==> src/rtl/disp_scan_pkg.sv <==
// disp_scan shared definitions: segment code table, blanking constants
// and the leading-zero mask helper used when DISP_SCAN_LZB_EN is defined.
package disp_pkg;

    localparam logic [6:0] SEG_OFF = 7'h7F;
    localparam logic [7:0] AN_OFF  = 8'hFF;

    // Active-low g..a patterns, entry n is hex digit n.
    localparam logic [15:0][6:0] SEG_TBL = {
        7'h0E, 7'h06, 7'h21, 7'h46,
        7'h03, 7'h08, 7'h10, 7'h00,
        7'h78, 7'h02, 7'h12, 7'h19,
        7'h30, 7'h24, 7'h79, 7'h40
    };

    // Bit k set when nibbles k..7 of the word are all zero; digit 0 never set.
    function automatic logic [7:0] lz_mask(input logic [31:0] w);
        logic [7:0] m;
        m = '0;
        for (int k = 1; k < 8; k++) begin
            m[k] = (w >> (4 * k)) == 32'd0;
        end
        return m;
    endfunction

endpackage

==> src/rtl/disp_scan_if.sv <==
// disp_scan bus: snapshot inputs from the test logic and the
// multiplexed display drive outputs.
interface disp_scan_if;

    logic [31:0] DATA;
    logic [7:0]  DP;
    logic        FREEZE;
    logic [7:0]  AN;
    logic [6:0]  SEG;
    logic        DPO;
    logic        FRAME;

    modport master (
        output DATA, DP, FREEZE,
        input  AN, SEG, DPO, FRAME
    );

    modport slave (
        input  DATA, DP, FREEZE,
        output AN, SEG, DPO, FRAME
    );

endinterface

==> src/rtl/disp_scan_hex2seg.sv <==
// hex2seg: combinational 4-bit hex digit to active-low
// seven-segment pattern (g..a).
module hex2seg
    import disp_pkg::*;
(
    input  logic [3:0] nib,
    output logic [6:0] seg
);

    assign seg = SEG_TBL[nib];

endmodule

==> src/rtl/disp_scan.sv <==
// disp_scan: 8-digit multiplexed seven-segment scanner with frame snapshot.
// Define DISP_SCAN_LZB_EN to enable leading-zero blanking.
module disp_scan
    import disp_pkg::*;
#(
    parameter int unsigned DIV = 1000,
    parameter int unsigned GAP = 2
) (
    input logic        CLK,
    input logic        RESET,
    disp_scan_if.slave bus
);

    localparam logic [15:0] CNT_LAST = 16'(DIV - 1);
    localparam logic [15:0] CNT_GAP  = 16'(GAP);

    logic [15:0] cnt;
    logic [2:0]  idx;
    logic [31:0] snap;
    logic [7:0]  dp_snap;
    logic        slot_end;
    logic        load;
    logic        lit;
    logic [3:0]  nib;
    logic [6:0]  seg_code;
    logic [6:0]  seg_next;

    assign slot_end = cnt == CNT_LAST;
    assign load     = slot_end && (idx == 3'd7) && !bus.FREEZE;
    assign lit      = cnt >= CNT_GAP;
    assign nib      = snap[{idx, 2'b00} +: 4];

    hex2seg u_hex2seg (
        .nib (nib),
        .seg (seg_code)
    );

`ifdef DISP_SCAN_LZB_EN
    logic [7:0] blank;

    // Blanking mask travels with the snapshot so it always matches snap.
    always_ff @(posedge CLK or negedge RESET) begin
        if (!RESET) begin
            blank <= 8'hFE;
        end else if (load) begin
            blank <= lz_mask(bus.DATA);
        end
    end

    assign seg_next = blank[idx] ? SEG_OFF : seg_code;
`else
    assign seg_next = seg_code;
`endif

    // Slot counter and digit index advance.
    always_ff @(posedge CLK or negedge RESET) begin
        if (!RESET) begin
            cnt <= '0;
            idx <= '0;
        end else if (slot_end) begin
            cnt <= '0;
            idx <= idx + 3'd1;
        end else begin
            cnt <= cnt + 16'd1;
        end
    end

    // Frame snapshot, taken at the last cycle of digit 7 only.
    always_ff @(posedge CLK or negedge RESET) begin
        if (!RESET) begin
            snap    <= '0;
            dp_snap <= '0;
        end else if (load) begin
            snap    <= bus.DATA;
            dp_snap <= bus.DP;
        end
    end

    // Registered display drive; anodes dark during the slot's gap.
    always_ff @(posedge CLK or negedge RESET) begin
        if (!RESET) begin
            bus.AN    <= AN_OFF;
            bus.SEG   <= SEG_OFF;
            bus.DPO   <= 1'b1;
            bus.FRAME <= 1'b0;
        end else begin
            bus.FRAME <= load;
            if (lit) begin
                bus.AN  <= ~(8'b1 << idx);
                bus.SEG <= seg_next;
                bus.DPO <= ~dp_snap[idx];
            end else begin
                bus.AN  <= AN_OFF;
                bus.SEG <= SEG_OFF;
                bus.DPO <= 1'b1;
            end
        end
    end

endmodule

==> src/flat_wrapper.sv <==
// flat-port wrapper written by rule: the top's interface ports become plain ports
module disp_scan_flat import disp_pkg::*;
#(
    parameter int unsigned DIV = 1000,
    parameter int unsigned GAP = 2
)
  (CLK, RESET, bus_DATA, bus_DP, bus_FREEZE, bus_AN, bus_SEG, bus_DPO, bus_FRAME);
  disp_scan_if bus_i ();
  input logic CLK;
  input logic RESET;
  input wire logic [$bits(bus_i.DATA)-1:0] bus_DATA;
  input wire logic [$bits(bus_i.DP)-1:0] bus_DP;
  input wire logic [$bits(bus_i.FREEZE)-1:0] bus_FREEZE;
  output wire logic [$bits(bus_i.AN)-1:0] bus_AN;
  output wire logic [$bits(bus_i.SEG)-1:0] bus_SEG;
  output wire logic [$bits(bus_i.DPO)-1:0] bus_DPO;
  output wire logic [$bits(bus_i.FRAME)-1:0] bus_FRAME;
  assign bus_i.DATA = bus_DATA;
  assign bus_i.DP = bus_DP;
  assign bus_i.FREEZE = bus_FREEZE;
  assign bus_AN = bus_i.AN;
  assign bus_SEG = bus_i.SEG;
  assign bus_DPO = bus_i.DPO;
  assign bus_FRAME = bus_i.FRAME;
  disp_scan #(.DIV(DIV), .GAP(GAP)) u_core (.CLK(CLK), .RESET(RESET), .bus(bus_i));
endmodule
==> config.mk <==
export PLATFORM = sky130hd
export DESIGN_NAME = disp_scan_flat
export DESIGN_NICKNAME = d
export VERILOG_FILES = /design/src/rtl/disp_scan_pkg.sv /design/src/rtl/disp_scan_if.sv /design/src/rtl/disp_scan_hex2seg.sv /design/src/rtl/disp_scan.sv /design/src/flat_wrapper.sv
export SDC_FILE = /design/constraint.sdc
export NUM_CORES = 1
export LEC_CHECK = 0
export CORE_MARGIN = 2
export CORE_UTILIZATION = 40
export CTS_CLUSTER_SIZE = 8
export DETAILED_ROUTE_END_ITERATION = 7
export GPL_TIMING_DRIVEN = 0
export PLACE_DENSITY = 0.67
export REMOVE_ABC_BUFFERS = 1
export SYNTH_ARGS = -nofsm -noshare
export SYNTH_HDL_FRONTEND = slang
export SYNTH_HIERARCHICAL = 1
export SYNTH_SLANG_ARGS = --single-unit
==> constraint.sdc <==
create_clock -name CLK -period 2.9 [get_ports CLK]
set_input_delay 0.435 -clock CLK [delete_from_list [all_inputs] [get_ports CLK]]
set_output_delay 0.435 -clock CLK [all_outputs]
set_load 0.02 [all_outputs]
==> key figures, run 1 <==
Logic synthesis
  • Post-synthesis cell type count: 38
  • Cell Area, Synth: 3550 µm²
  • Synth area leaders: dfrtp_1, mux2_1, dfstp_2
  • Post-synthesis xor/xnor area fraction: 0.0345
  • Most frequent cells after synthesis: dfrtp_1, mux2_1, nand2_1
  • Compound-Gate Fraction of Synth Area: 0.0180
  • Multiplexer share of the synthesized area: 0.213
  • #FFs+latches synth: 76
  • EDFF count, synth: 0
  • Syn avg cell area: 13.2 µm²
  • Syn. warnings: 6
  • Top cell type by total area after synthesis: dfrtp_1
  • Cells after Synth: 270
  • Simple-Gate Fraction of Synth Area: 0.112
  • Post-synth top area share: 0.422
  • Sequential fraction of the synthesis area: 0.541
  • Post-Synth Adder-Cell Area: 0.0528
  • Largest family of logic cells by synthesized area: multiplexers
  • Most numerous cell in the Yosys netlist: dfrtp_1
  • Async S/R FF share, synth: 1.00
  • Ys flop type: dfrtp_1

Power
  • P per Cell Area: 431 nW/µm²
  • Sw Pwr: 430 µW
  • Clock share of power: 0.412
  • PnR Total Power: 1940 µW
  • Internal Power: 1510 µW
  • Pleak: 0.00210 µW
  • Comb power frac: 0.042
  • Switching Fraction: 0.222
  • Seq pwr share: 0.546
  • Peak supply drop: approximately 260 µV

Critical path
  • Crit path DAT: 2.81 ns
  • Worst setup EP type: flop
  • Worst Path Required: 3.15 ns
  • Max FO, Critical Path: 13
  • Worst Setup Path Type: reg -> reg
  • Worst setup SP type: flop

Detailed routing
  • Vias: 2239
  • Remaining DRCs: 0
  • Number of routed nets with antenna violations: 0
  • Router iterations before antenna repair: 4
  • Vias/cell: 5.02
  • WL per Instance: 14.9 µm
  • Iter 0 DRT Violations: 95
  • WL final: between 6000 and 7000 µm

STA
  • Worst Clk Skew: 0.00740 ns
  • RSZ-0062 raised after global routing: false
  • Min Clock Period, post-route: 2.56 ns
  • Fin. max-slew vios: 0
  • Max_slew headroom: 0.538
  • Final Hold Slack: 0.0300 ns
  • Fmax: 391 MHz
  • Final setup violation count: 0
  • Period utilisation layout: 0.881
  • Worst-Margin Slew: 0.692 ns
  • Final hold vios: 0

Worst hold path
  • Worst Hold Class: in -> async

Layout
  • Fillcell total: 797
  • Share of cells above drive strength 1: 0.151
  • Synth-to-Final Area Change: 26.5%
  • Final Cell Area: approximately 4500 µm²
  • Number of nets in the layout: 391
  • Antenna cells: 0

CTS
  • Worst skew pair latency: between 0.3 and 0.4 ns
  • Sink Count: 76
  • Clock transition at path regs: approximately 0.08 ns
  • Cts hold-fix bufs: 0
  • H-tree lvl count: 3
  • Cts bufs inserted: 9
  • Clock Tree Root: clkbuf_8
  • CTS Buffer Depth: 2
  • CTS tree: built

Floorplanning
  • Initial Util: 0.410
  • # rows: 34
  • Placeable Area: roughly 8700 µm²
  • Die X: about 100 µm
  • Chip Height: 98.3 µm
  • I/O pin count: 60
  • Die ar.: 9660 µm²

Global routing
  • Initial antenna violation count: 0
  • Vias in the first global route: 2388
  • GRT Total Usage: 0.145
  • First-pass GRT wire length: 11100 µm
  • Largest net degree at the start of global routing: 44
  • Grt total ovfl: 0

Outcome
  • Run status: completed

Place
  • GP Congestion: a little under 0.8
  • I/O Buffers: slightly below 60
  • Dpl hpwl: 4800 µm
  • Placed cell area: 4280 µm²

Flow run
  • Max capacitance violation total: 0
worst max-delay path, cell delays in order, from the launching register on:
cell      delay, ns
dfrtp_2        0.64
mux4_2         0.56
nand2_1        0.08
nand2_1        0.18
inv_1          0.18
ha_1           0.15
inv_1          0.05
mux4_1         0.47
nand2b_1       0.15
cells in the final DEF (no fill, tap or decap), drive strengths merged, types with 3 or more instances in the layout:
master | netlist | layout
dfstp | 16 | 16
nor4 | 4 | 4
dfrtp | 60 | 60
nand2b | 9 | 9
mux2i | 4 | 4
nand3 | 9 | 9
nor2 | 11 | 11
ha | 15 | 15
inv | 8 | 9
and3 | 4 | 4
clkbuf | 5 | 10
clkdlybuf4s50 | 0 | 58
clkinv | 1 | 3
mux2 | 41 | 41
xnor2 | 8 | 8
nand4 | 5 | 5
nand2 | 30 | 30
buf | 7 | 6
mux4 | 11 | 11
xor2 | 6 | 6
per-stage QoR:
step                      setup TNS [ns]  std cells  setup WS (ns)  utilization
after floorplan                   -16.27        258         -0.402            -
after global placement           -128.68        425          -1.32        0.485
after detailed placement               0        428         0.0514        0.493
after CTS                              0        444         0.0400        0.515
after global routing                   0        446          0.135        0.518
final                                  0        446          0.344        0.518
area by class of cell:
class / count / area, µm² / share of cell area
Clock buffer: 10 / 128 / 0.0284
Clock inverter: 6 / 63.8 / 0.0142
Inverter: 9 / 33.8 / 0.00751
Multi-Input combinational cell: 173 / 1540 / 0.341
Sequential cell: 76 / 1920 / 0.428
Tap cell: 108 / 135 / 0.0301
Timing Repair Buffer: 64 / 678 / 0.151
flip-flops by register name (all words and copies together) (netlist names):
signal and cells:
u_core/idx 3, u_core/bus.SEG 7, u_core/bus.DPO 1, u_core/bus.AN 8, u_core/dp_snap 8, u_core/bus.FRAME 1, u_core/snap 32, u_core/cnt 16
what timing repair did:
| item | in CTS | in global routing |
|---|---|---|
| endpoints found under the hold margin | 0 | 0 |
| endpoints found under the setup margin | 0 | 24 |
| gates resized for setup | 0 | 1 |
| setup buffers | 0 | 2 |
per-layer routing:
metal,track usage,vias up,part of all wire
li1,-,1064,-
met1,0.184,1113,0.45
met2,0.234,58,0.48
met3,0.0472,4,0.054
met4,0.0506,0,0.0083
met5,0,-,0
kinds of logic (layout without fill, tap and decap cells):
family | Yosys count | count (layout)
simple gates | 79 | 79
flops | 76 | 76
mux | 56 | 56
buf+inv | 21 | 89
fa+ha+maj | 15 | 15
xor+xnor | 14 | 14
compound gates | 9 | 9
worst paths after layout:
check	from	endpoint	slack [ns]	cells after the start
max in group asynchronous	RESET	u_core/bus.DPO	2.25	2
setup reg to reg	u_core/idx[0]	u_core/bus.SEG[3]	0.34	8
hold / removal	RESET	u_core/cnt[1]	0.03	1
hold reg to reg	u_core/cnt[15]	u_core/cnt[15]	0.48	1
setup / recovery	u_core/idx[0]	u_core/bus.SEG[3]	0.34	8
min in group CLK	u_core/cnt[15]	u_core/cnt[15]	0.48	1
power by group through the flow:
stage / Combinational [µW] / Clock [µW] / Sequential [µW]
finish: 80.7 / 800 / 1060
global route: 88.4 / 870 / 1060
CTS: 83.6 / 823 / 1060
detailed placement: 83.4 / 0 / 1080
global placement: 79.7 / 0 / 1080
floorplan: 0.522 / 0 / 1080
(Power assumes the default switching activity.)
==> run 2: changes to the inputs <==
- SLEW_MARGIN: not set -> 10
==> key figures, run 2 (synthesis gave the netlist of run 1 again) <==
Layout
  • Most frequent cells in the layout: dfrtp_1, clkdlybuf4s50_1, mux2_1
  • Final Core Density: 0.522 (+0.00404)
  • Biggest register: u_core/snap
  • Multi-input gate area: 1540 µm² (unchanged)
  • Number of nets in the layout: 393 (+0.51%)
  • Share of cells above drive strength 1: 0.159 (+0.00794)
  • Commonest non-fill, non-tap cell in the layout: dfrtp_1
  • Fillcell total: 780 (-2.1%)
  • Antenna cells: 0 (unchanged)
  • FF+latch area: 1920 µm² (unchanged)
  • Final Cell Area: 4530 µm² (+0.78%)
  • Biggest regs: u_core/snap (32), u_core/cnt (16)
  • Max reg flops: 32 (unchanged)
  • Post-route insts no fill: 448 (+0.45%)
  • Synth-to-Final Area Change: 27.5%

Global routing
  • GRT Total Usage: 0.148 (+0.00304)
  • Initial antenna violation count: 0 (unchanged)
  • Vias in the first global route: 2420 (+1.3%)
  • Grt total ovfl: 0 (unchanged)
  • First-pass GRT wire length: 11300 µm (+2.0%)
  • Largest net degree at the start of global routing: 44 (unchanged)

STA
  • Max_slew headroom: 0.536 (-0.00152)
  • RSZ-0062 raised after global routing: false
  • Fin. max-slew vios: 0 (unchanged)
  • Worst-Margin Slew: 0.694 ns (+0.00228 ns)
  • Min Clock Period, post-route: 2.58 ns (+0.0231 ns)
  • Setup slack after layout: 0.321 ns (-0.0231 ns)
  • Final setup violation count: 0 (unchanged)
  • Final hold vios: 0 (unchanged)
  • Period utilisation layout: 0.889 (+0.00795)
  • Fmax: 388 MHz (-0.89%)
  • Worst Clk Skew: 0.00618 ns (-0.00122 ns)

Critical path
  • Critical R2R Capture: u_core/bus.SEG[3]
  • Max FO, Critical Path: 13 (unchanged)
  • Reg-to-reg startpoint: u_core/idx[0]
  • Crit. Startpoint: u_core/idx[0]
  • R2R Setup Slk: 0.32 ns (-0.02 ns)
  • R2R cell count: 8 (unchanged)
  • Worst setup EP type: flop
  • Worst Path Required: 3.16 ns (about the same)
  • Crit path DAT: 2.84 ns (+0.03 ns)
  • Worst Setup EP: u_core/bus.SEG[3]
  • Worst setup SP type: flop
  • Worst Setup Path Type: reg -> reg

Place
  • Setup WS pre-CTS: 0.0380 ns (-0.0134 ns)
  • Placed cell area: 4260 µm² (-0.29%)
  • Placed insts: 428 (unchanged)
  • GP Congestion: 0.791 (unchanged)
  • Dpl hpwl: 4790 µm (-0.39%)
  • I/O Buffers: 59 (unchanged)

Floorplanning
  • Placeable Area: 8680 µm² (unchanged)
  • Initial Util: 0.410 (unchanged)
  • Chip Height: 98.3 µm (unchanged)
  • Die ar.: 9660 µm² (unchanged)
  • Die X: 98.3 µm (unchanged)
  • # rows: 34 (unchanged)
  • I/O pin count: 60 (unchanged)

Power
  • PnR Total Power: 2050 µW (+5.6%)
  • Peak supply drop: 306 µV (+16%)
  • Clock share of power: 0.444 (+0.032)
  • Switching Fraction: 0.210 (-0.0121)
  • Seq pwr share: 0.517 (-0.029)
  • Sw Pwr: 430 µW (-0.14%)
  • Pleak: 0.00212 µW (+1.3%)
  • P per Cell Area: 452 nW/µm² (+4.8%)
  • Internal Power: 1620 µW (+7.3%)
  • Comb power frac: 0.039 (-0.003)

Detailed routing
  • Vias: 2268 (+1.3%)
  • WL per Instance: 14.8 µm (-0.48%)
  • WL final: 6630 µm (about the same)
  • Remaining DRCs: 0 (unchanged)
  • Vias/cell: 5.06 (+0.84%)
  • Number of routed nets with antenna violations: 0 (unchanged)
  • Router iterations before antenna repair: 4 (unchanged)
  • Iter 0 DRT Violations: 75 (-21%)

CTS
  • Sink Count: 76 (unchanged)
  • CTS Buffer Depth: 2 (unchanged)
  • Cts hold-fix bufs: 0 (unchanged)
  • Clock Tree Root: clkbuf_8
  • H-tree lvl count: 3 (unchanged)
  • Worst skew pair latency: 0.35 ns (about the same)
  • Clock transition at path regs: 0.08 ns (about the same)
  • CTS tree: built
  • Cts bufs inserted: 9 (unchanged)

Worst hold path
  • Worst Hold Class: in -> async

Outcome
  • Run status: completed

Flow run
  • Max capacitance violation total: 0 (unchanged)
==> run 2: cell type report <==
type	instances	area share
Clock buffer	10	0.0304
Clock inverter	6	0.0191
Inverter	9	0.00745
Sequential cell	76	0.424
Timing Repair Buffer	66	0.150
Tap cell	108	0.0298
Multi-Input combinational cell	173	0.339
==> run 2: worst min path at each step <==
stage	start	endpoint	cells past startpoint
floorplan	RESET	u_core/bus.FRAME	0
global placement	u_core/cnt[15]	u_core/cnt[15]	1
detailed placement	RESET	u_core/cnt[1]	1
CTS	RESET	u_core/idx[1]	1
global route	RESET	u_core/idx[1]	1
finish	RESET	u_core/idx[1]	1
==> run 2: timing repair <==
action	4_1_cts	5_1_grt
resized for setup	0	1
setup buffers	0	4
endpoints found under the setup margin	0	11
==> run 2: power groups by stage <==
stage / clock network, µW / logic, µW / registers [µW]
floorplan: 0 / 0.522 / 1080
global placement: 0 / 79.7 / 1080
detailed placement: 0 / 83.1 / 1080
CTS: 932 / 83.5 / 1060
global route: 975 / 88.4 / 1060
finish: 910 / 80.3 / 1060
==> run 2: per-stage QoR <==
stage / TNS, ns / hold slack, ns
final: 0 / 0.0241
after global routing: 0 / 0.0453
after CTS: 0 / 0.0314
after detailed placement: 0 / 0.408
after global placement: -128.68 / 0.461
after floorplan: -16.27 / 0.139
==> run 2: worst max-delay path: stages, from the launching register on <==
cell and delay [ns]:
dfrtp_2 0.64, mux4_2 0.56, nand2_1 0.08, nand2_1 0.18, inv_1 0.19, ha_1 0.16
inv_1 0.05, mux4_1 0.47, nand2b_1 0.16
==> run 2: routing by layer <==
| layer | global-route usage | vias to the layer above | part of all wire |
|---|---|---|---|
| met3 | 0.0394 | 11 | 0.055 |
| met2 | 0.240 | 62 | 0.48 |
| met5 | 0 | - | 0 |
| met4 | 0.0643 | 0 | 0.016 |
| li1 | - | 1067 | - |
| met1 | 0.187 | 1128 | 0.45 |
